<file path="config.mk">
export PLATFORM = sky130hd
export DESIGN_NAME = wb_stage
export DESIGN_NICKNAME = d
export VERILOG_FILES = /design/src/rtl/wb_pkg.sv /design/src/rtl/wb_stage_load_ext.sv /design/src/rtl/wb_stage.sv
export SDC_FILE = /design/constraint.sdc
export NUM_CORES = 1
export LEC_CHECK = 0
export BUFFER_PORTS_ARGS = -buffer_cell sky130_fd_sc_hd__buf_2
export CAP_MARGIN = 25
export CORE_ASPECT_RATIO = 0.9
export CORE_MARGIN = 2
export CORE_UTILIZATION = 50
export DETAILED_ROUTE_END_ITERATION = 12
export GPL_TIMING_DRIVEN = 0
export HOLD_SLACK_MARGIN = 0.05
export PLACE_DENSITY = 0.84
export SLEW_MARGIN = 10
export SYNTH_ARGS = -nofsm -noshare
export SYNTH_HDL_FRONTEND = slang
export SYNTH_SLANG_ARGS = --single-unit
export TNS_END_PERCENT = 5
</file>
<file path="constraint.sdc">
create_clock -name clk -period 1.85 [get_ports clk]
set_input_delay 0.185 -clock clk [delete_from_list [all_inputs] [get_ports clk]]
set_output_delay 0.185 -clock clk [all_outputs]
set_load 0.005 [all_outputs]
</file>
<file path="src/rtl/wb_pkg.sv">
// Shared encodings for the writeback stage: result-source select and load funct3 codes.
package wb_pkg;

  typedef enum logic [1:0] {
    RES_ALU = 2'b00,
    RES_MEM = 2'b01,
    RES_PC4 = 2'b10,
    RES_IMM = 2'b11
  } res_src_e;

  typedef enum logic [2:0] {
    F3_LB  = 3'b000,
    F3_LH  = 3'b001,
    F3_LW  = 3'b010,
    F3_LD  = 3'b011,
    F3_LBU = 3'b100,
    F3_LHU = 3'b101,
    F3_LWU = 3'b110
  } load_f3_e;

endpackage

</file>
<file path="src/rtl/wb_stage_load_ext.sv">
// Load-data alignment and sign/zero extension. Purely combinational.
// Byte/half/word lanes are picked by the byte offset; misaligned offsets
// simply truncate to the containing lane.
module load_ext #(
  parameter int unsigned XLEN = 32
) (
  input  logic [XLEN-1:0] data_i,
  input  logic [2:0]      off_i,
  input  logic [2:0]      funct3_i,
  output logic [XLEN-1:0] ext_o
);
  import wb_pkg::*;

  logic [7:0]  byte_v;
  logic [15:0] half_v;
  logic [31:0] word_v;

  // Lane select followed by extension according to funct3
  always_comb begin
    byte_v = 8'(data_i >> {off_i, 3'b000});
    half_v = 16'(data_i >> {off_i[2:1], 4'b0000});
    word_v = 32'(data_i >> {off_i[2], 5'b00000});
    ext_o  = data_i;
    case (funct3_i)
      F3_LB:  ext_o = XLEN'($signed(byte_v));
      F3_LBU: ext_o = XLEN'(byte_v);
      F3_LH:  ext_o = XLEN'($signed(half_v));
      F3_LHU: ext_o = XLEN'(half_v);
      F3_LW:  ext_o = (XLEN == 64) ? XLEN'($signed(word_v)) : data_i;
      F3_LWU: ext_o = (XLEN == 64) ? XLEN'(word_v) : data_i;
      default: ext_o = data_i;
    endcase
  end

endmodule

</file>
<file path="src/rtl/wb_stage.sv">
// Writeback stage: MEM/WB pipeline register, load extension, four-way
// result select and x0 write suppression.
// Optional retired-instruction counter enabled by defining WB_INSTRET_EN.
module wb_stage #(
  parameter int unsigned XLEN   = 32,
  parameter int unsigned REG_AW = 5
) (
  input  logic              clk,
  input  logic              reset,
  input  logic              StallW,
  input  logic              FlushW,
  input  logic              ValidM,
  input  logic              RegWriteM,
  input  logic [1:0]        ResultSrcM,
  input  logic [2:0]        Funct3M,
  input  logic [REG_AW-1:0] RdM,
  input  logic [XLEN-1:0]   ALUResultM,
  input  logic [XLEN-1:0]   ReadDataM,
  input  logic [XLEN-1:0]   PCPlus4M,
  input  logic [XLEN-1:0]   ImmExtM,
  output logic              ValidW,
  output logic              RegWriteW,
  output logic [REG_AW-1:0] RdW,
  output logic [XLEN-1:0]   ResultW,
  output logic [63:0]       InstRetW
);
  import wb_pkg::*;

  if (XLEN != 32 && XLEN != 64) begin : g_bad_xlen
    $error("wb_stage: XLEN must be 32 or 64");
  end

  logic              valid_q, valid_d;
  logic              regwrite_q, regwrite_d;
  logic [REG_AW-1:0] rd_q, rd_d;
  res_src_e          src_q, src_d;
  logic [2:0]        f3_q, f3_d;
  logic [XLEN-1:0]   alu_q, alu_d;
  logic [XLEN-1:0]   rdata_q, rdata_d;
  logic [XLEN-1:0]   pc4_q, pc4_d;
  logic [XLEN-1:0]   imm_q, imm_d;

  logic [2:0]        off;
  logic [XLEN-1:0]   load_val;

  // Next-state for the W register: flush beats stall, stall holds, else capture
  always_comb begin
    valid_d    = valid_q;
    regwrite_d = regwrite_q;
    rd_d       = rd_q;
    src_d      = src_q;
    f3_d       = f3_q;
    alu_d      = alu_q;
    rdata_d    = rdata_q;
    pc4_d      = pc4_q;
    imm_d      = imm_q;
    if (FlushW) begin
      valid_d    = 1'b0;
      regwrite_d = 1'b0;
      rd_d       = '0;
      src_d      = RES_ALU;
      f3_d       = '0;
      alu_d      = '0;
      rdata_d    = '0;
      pc4_d      = '0;
      imm_d      = '0;
    end else if (!StallW) begin
      valid_d    = ValidM;
      regwrite_d = RegWriteM & ValidM;
      rd_d       = RdM;
      src_d      = res_src_e'(ResultSrcM);
      f3_d       = Funct3M;
      alu_d      = ALUResultM;
      rdata_d    = ReadDataM;
      pc4_d      = PCPlus4M;
      imm_d      = ImmExtM;
    end
  end

  // W pipeline register with synchronous reset
  always_ff @(posedge clk) begin
    if (reset) begin
      valid_q    <= 1'b0;
      regwrite_q <= 1'b0;
      rd_q       <= '0;
      src_q      <= RES_ALU;
      f3_q       <= '0;
      alu_q      <= '0;
      rdata_q    <= '0;
      pc4_q      <= '0;
      imm_q      <= '0;
    end else begin
      valid_q    <= valid_d;
      regwrite_q <= regwrite_d;
      rd_q       <= rd_d;
      src_q      <= src_d;
      f3_q       <= f3_d;
      alu_q      <= alu_d;
      rdata_q    <= rdata_d;
      pc4_q      <= pc4_d;
      imm_q      <= imm_d;
    end
  end

  assign off = (XLEN == 64) ? alu_q[2:0] : {1'b0, alu_q[1:0]};

  load_ext #(.XLEN(XLEN)) u_load_ext (
    .data_i   (rdata_q),
    .off_i    (off),
    .funct3_i (f3_q),
    .ext_o    (load_val)
  );

  // Result select feeding the register file and forwarding network
  always_comb begin
    ResultW = alu_q;
    unique case (src_q)
      RES_ALU: ResultW = alu_q;
      RES_MEM: ResultW = load_val;
      RES_PC4: ResultW = pc4_q;
      RES_IMM: ResultW = imm_q;
      default: ResultW = alu_q;
    endcase
  end

  assign ValidW    = valid_q;
  assign RdW       = rd_q;
  assign RegWriteW = regwrite_q & (rd_q != '0);

`ifdef WB_INSTRET_EN
  logic [63:0] instret_q, instret_d;

  // A W instruction retires on any unstalled edge, flushed or not
  always_comb begin
    instret_d = instret_q;
    if (valid_q && !StallW) begin
      instret_d = instret_q + 64'd1;
    end
  end

  // Retired-instruction counter, wraps naturally
  always_ff @(posedge clk) begin
    if (reset) begin
      instret_q <= '0;
    end else begin
      instret_q <= instret_d;
    end
  end

  assign InstRetW = instret_q;
`else
  assign InstRetW = '0;
`endif

endmodule

</file>
==> metrics.txt <==
# TYPE chip_impl_metric gauge
chip_impl_metric{name="diodes",unit=""} 0
chip_impl_metric{name="synth_area_per_cell",unit="um^2"} 8.74
chip_impl_metric{name="clk_pin_slew",unit="ns"} 0.06
chip_impl_metric{name="period_share",unit="%"} 121
chip_impl_metric{name="global_route.overflow_total",unit=""} 0
chip_impl_metric{name="timing.critical_path.slowest_cell_delay",unit="ns"} 0.47
chip_impl_metric{name="internal-power",unit="mW"} 6.20
chip_impl_metric{name="clock.fmax",unit="GHz"} 0.446
chip_impl_info{name="worstHoldPathType",value="in2reg"} 1
chip_impl_metric{name="worst_slew_margin_rel",unit="%"} 57.2
chip_impl_metric{name="power.sequential.fraction",unit="%"} 38.6
chip_impl_metric{name="wl_met1",unit="um"} 9530
chip_impl_info{name="critical_path.startpoint_type",value="register"} 1
chip_impl_metric{name="switchingPower",unit="mW"} 2.09
chip_impl_metric{name="synthCells",unit=""} 803
chip_impl_metric{name="detail-route-antenna-nets",unit=""} 0
chip_impl_metric{name="power.clock.fraction",unit="%"} 44.5
chip_impl_info{name="outcome",value="finished with violations"} 1
chip_impl_metric{name="tritoncts.num_buffers",unit=""} 17
chip_impl_metric{name="reg2reg_slack",unit="ns"} 0.55
chip_impl_metric{name="critical_path.n_buffers_inverters",unit=""} 1
chip_impl_info{name="critical_path.cell_chain",value="mux2i_4 > mux2_4 > o21ai_2 > mux4_2 > buf_2"} 1
chip_impl_info{name="cts_tree",value="done"} 1
chip_impl_metric{name="routedWlPerCell",unit="um"} 18.9
chip_impl_info{name="violations",value="negative setup slack"} 1
chip_impl_metric{name="grt_util_all_layers",unit="%"} 34.4
chip_impl_metric{name="worst_skew_pair.late_latency",unit="ns"} 0.44
chip_impl_metric{name="whs",unit="ns"} 0.0620
chip_impl_metric{name="total_area_of_sequential_cells",unit="um^2"} 2810
chip_impl_metric{name="largest_net_degree_at_the_start_of_global_routing",unit=""} 17
chip_impl_info{name="highest-signal-layer",value="met4"} 1
chip_impl_metric{name="fraction_of_the_mapped_netlist_area_in_simple_logic_gates",unit="%"} 16.3
chip_impl_metric{name="min_path_cells",unit=""} 3
chip_impl_metric{name="filler_cell_count",unit=""} 868
chip_impl_metric{name="arrival",unit="ns"} 2.06
chip_impl_info{name="synth_top_family_by_area",value="multiplexers"} 1
chip_impl_metric{name="starting_density_of_the_core",unit="%"} 50.7
chip_impl_info{name="worst-setup-path-type",value="reg2out"} 1
chip_impl_metric{name="drv.max_cap_violation_count",unit=""} 0
chip_impl_metric{name="first_global_vias",unit=""} 7614
chip_impl_metric{name="drive_above_1_share",unit="%"} 31.0
chip_impl_metric{name="mappedNetlistArea",unit="um^2"} 7020
chip_impl_info{name="ys.flop_type",value="dfxtp_1"} 1
chip_impl_metric{name="drt_pre_antenna_iters",unit=""} 5
chip_impl_metric{name="sequential_fraction_of_the_synthesis_area",unit="%"} 40.0
chip_impl_metric{name="vdd_drop_max",unit="V"} 0.000755
chip_impl_metric{name="wl",unit="um"} 26300
chip_impl_metric{name="synth.yosys.warnings",unit=""} 0
chip_impl_metric{name="die_h",unit="um"} 116
chip_impl_metric{name="routed_wire_length_on_met3",unit="um"} 2410
chip_impl_metric{name="comb_power_share",unit="%"} 16.9
chip_impl_metric{name="synth-edff-count",unit=""} 0
chip_impl_metric{name="die_width",unit="um"} 129
chip_impl_metric{name="dp_hpwl",unit="um"} 16100
chip_impl_metric{name="rows",unit=""} 41
chip_impl_metric{name="critical_path_cell_count",unit=""} 5
chip_impl_metric{name="detail_route.iter0.violations",unit=""} 703
chip_impl_metric{name="drc_errors",unit=""} 0
chip_impl_metric{name="synth_xor_area_share",unit="%"} 0
chip_impl_metric{name="finalCoreUtilization",unit="%"} 77.5
chip_impl_metric{name="synth.ff_latch_count",unit=""} 140
chip_impl_metric{name="synth.mux.area_fraction",unit="%"} 21.6
chip_impl_metric{name="synth_cell_type_count",unit=""} 46
chip_impl_metric{name="dp_worst_setup_slack",unit="ns"} -0.126
chip_impl_metric{name="netSwitchingFraction",unit="%"} 25.2
chip_impl_metric{name="layout-area-overhead-vs-synth",unit="%"} 53.0
chip_impl_metric{name="drv_slew",unit=""} 0
chip_impl_info{name="grt_setup_unrepaired",value="true"} 1
chip_impl_metric{name="final_critical_path_setup_slack",unit="ns"} -0.391
chip_impl_metric{name="final_hold_violation_count",unit=""} 0
chip_impl_info{name="yosys_top_cell_by_area",value="dfxtp_1"} 1
chip_impl_metric{name="finalWorstPathRequiredPeriod",unit="ns"} 2.24
chip_impl_metric{name="finalWeightedCongestion",unit=""} 0.963
chip_impl_metric{name="reg2regPathDepth",unit=""} 4
chip_impl_metric{name="place_area",unit="um^2"} 8370
chip_impl_info{name="clk_root_buffer_cell",value="clkbuf_16"} 1
chip_impl_metric{name="clkSinkCount",unit=""} 140
chip_impl_info{name="cell_type_of_the_slowest_stage_on_the_worst_timing_path",value="mux4_2"} 1
chip_impl_metric{name="fin_area",unit="um^2"} 10700
chip_impl_metric{name="crit_fanout",unit=""} 4
chip_impl_info{name="synth.top_cells.by_area",value="dfxtp_1 (40%), mux2i_1 (21%), nor2_1 (10%)"} 1
chip_impl_metric{name="power_density",unit="nW/um^2"} 773
chip_impl_metric{name="cts.htree.levels",unit=""} 4
chip_impl_metric{name="synth_top_area_share",unit="%"} 40.0
chip_impl_metric{name="ys_async_sr_fraction",unit="%"} 0
chip_impl_metric{name="pwr_total",unit="mW"} 8.29
chip_impl_metric{name="antenna_found_initial",unit=""} 0
chip_impl_metric{name="avgViaCountPerCell",unit=""} 5.42
chip_impl_metric{name="detailroute.wirelength.met2",unit="um"} 12800
chip_impl_metric{name="timing.critical_path.required",unit="ns"} 1.66
chip_impl_info{name="cell_family_with_the_largest_share_of_critical_path_delay",value="multiplexers"} 1
chip_impl_metric{name="fraction_of_the_mapped_netlist_area_in_compound_gates",unit="%"} 10.7
chip_impl_metric{name="dr_total_vias",unit=""} 7549
chip_impl_metric{name="max_slew.worst_pin.slew",unit="ns"} 0.642
chip_impl_metric{name="fin_skew",unit="ns"} 0
chip_impl_metric{name="io-pin-count",unit=""} 247
chip_impl_metric{name="finalSetupViolations",unit=""} 32
chip_impl_info{name="worst_setup_path_end_kind",value="output pin"} 1
chip_impl_metric{name="fp.coreArea",unit="um^2"} 13900
chip_impl_metric{name="p_leak",unit="nW"} 5.02
chip_impl_metric{name="wire_length_of_the_first_global_routing_pass",unit="um"} 38900
chip_impl_metric{name="synthAdderAreaFrac",unit="%"} 0
chip_impl_metric{name="multiInputGateArea",unit="um^2"} 3850
chip_impl_metric{name="final_net_count",unit=""} 1352
chip_impl_metric{name="cts_buffer_depth",unit=""} 2
chip_impl_metric{name="io_buffers",unit=""} 181
chip_impl_metric{name="area_enclosed_by_the_die_boundary",unit="um^2"} 15000
==> Yosys cell counts (all sizes together) (6+ instances only) <==
| master | n |
|---|---|
| nor2 | 188 |
| mux2i | 147 |
| dfxtp | 140 |
| buf | 94 |
| nand2 | 57 |
| o21ai | 40 |
| clkbuf | 30 |
| o221ai | 16 |
| a21oi | 14 |
| nor2b | 9 |
| a221oi | 7 |
| a31oi | 7 |
| inv | 7 |
| nor3b | 7 |
| a211oi | 6 |
| o2111ai | 6 |
==> worst paths after layout <==
check / startpoint / endpoint
setup / recovery: alu_q[1] / ResultW[7]
hold / removal: ResultSrcM[0] / src_q[0]
setup reg to reg: src_q[1] / src_q[1]
hold reg to reg: imm_q[20] / imm_q[20]
==> power groups by stage <==
stage                     Sequential [mW]  Clock [mW]  Combinational (mW)
after global routing                 3.21        3.81                1.49
final                                3.20        3.69                1.40
after detailed placement             3.25           0                1.02
after CTS                            3.19        3.68                1.31
after global placement               3.25           0                1.00
after floorplan                      3.23           0               0.660
==> per-stage QoR <==
stage | cells | setup TNS (ns)
3_5_place_dp | 1219 | -1.73
6_report | 1392 | -9.37
5_1_grt | 1392 | -10.76
4_1_cts | 1389 | -8.09
3_3_place_gp | 1219 | -1.49
2_1_floorplan | 866 | 0
==> layer usage <==
| layer | up-vias | track usage, % |
|---|---|---|
| li1 | 3420 | - |
| met2 | 506 | 59.3 |
| met3 | 137 | 8.25 |
| met4 | 0 | 22.2 |
| met1 | 3486 | 38.3 |
| met5 | - | 0 |
==> worst reg2reg max path: stages (launching register included) <==
cell and delay (ns):
dfxtp_2 0.40, buf_2 0.28, clkbuf_2 0.28, mux2i_1 0.13, nor2_1 0.14
==> kinds of logic after synthesis <==
kind of cell	after synthesis
other	1
DFF	140
muxes	149
AOI/OAI and AO/OA	106
buffers and inverters	131
and+or+nand+nor	276
==> final cells by class <==
type | count | area share [%]
tap | 172 | 2.01
inverter | 7 | 0.245
sequential | 140 | 26.2
multi-input combinational | 595 | 35.9
buffer | 123 | 7.92
clock inverter | 10 | 1.53
timing repair buffer | 324 | 21.8
clock buffer | 21 | 4.38
==> sequential cells by signal, summed over array words and instances, names as in the netlist <==
| signal | cells |
|---|---|
| f3_q | 3 |
| src_q | 2 |
| regwrite_q | 1 |
| RdW | 5 |
| alu_q | 32 |
| rdata_q | 32 |
| ValidW | 1 |
| pc4_q | 32 |
| imm_q | 32 |
==> layout by cell type (no fill, tap or decap), types with 4 or more instances in the layout <==
cell type,netlist,final
buf_2,21,198
o21ai_2,10,16
o2111ai_2,0,4
a21oi_1,14,9
o21ai_0,29,11
buf_6,4,5
a221oi_1,7,5
o221ai_1,15,10
clkinvlp_4,0,4
a31oi_1,7,7
buf_4,65,76
clkbuf_8,0,4
a211oi_1,6,6
o21ai_1,1,13
nor2_1,188,188
dlygate4sd3_1,0,136
inv_1,7,7
dfxtp_1,140,135
mux2i_1,145,145
clkbuf_1,30,17
conb_1,1,64
nor2b_1,8,8
clkbuf_2,0,8
clkbuf_16,0,17
nor3b_1,6,6
a21oi_2,0,5
nand2_1,57,57
bufinv_16,0,4
o221ai_2,1,5
==> repair_timing <==
item,4_1_cts,5_1_grt
hold endpoints to repair,136,0
resized for setup,73,31
buffers inserted,4,3
pin swaps,7,11
endpoints found under the setup margin,32,32
hold buffers,136,0
Note: power is estimated with default switching activity, not from simulation.
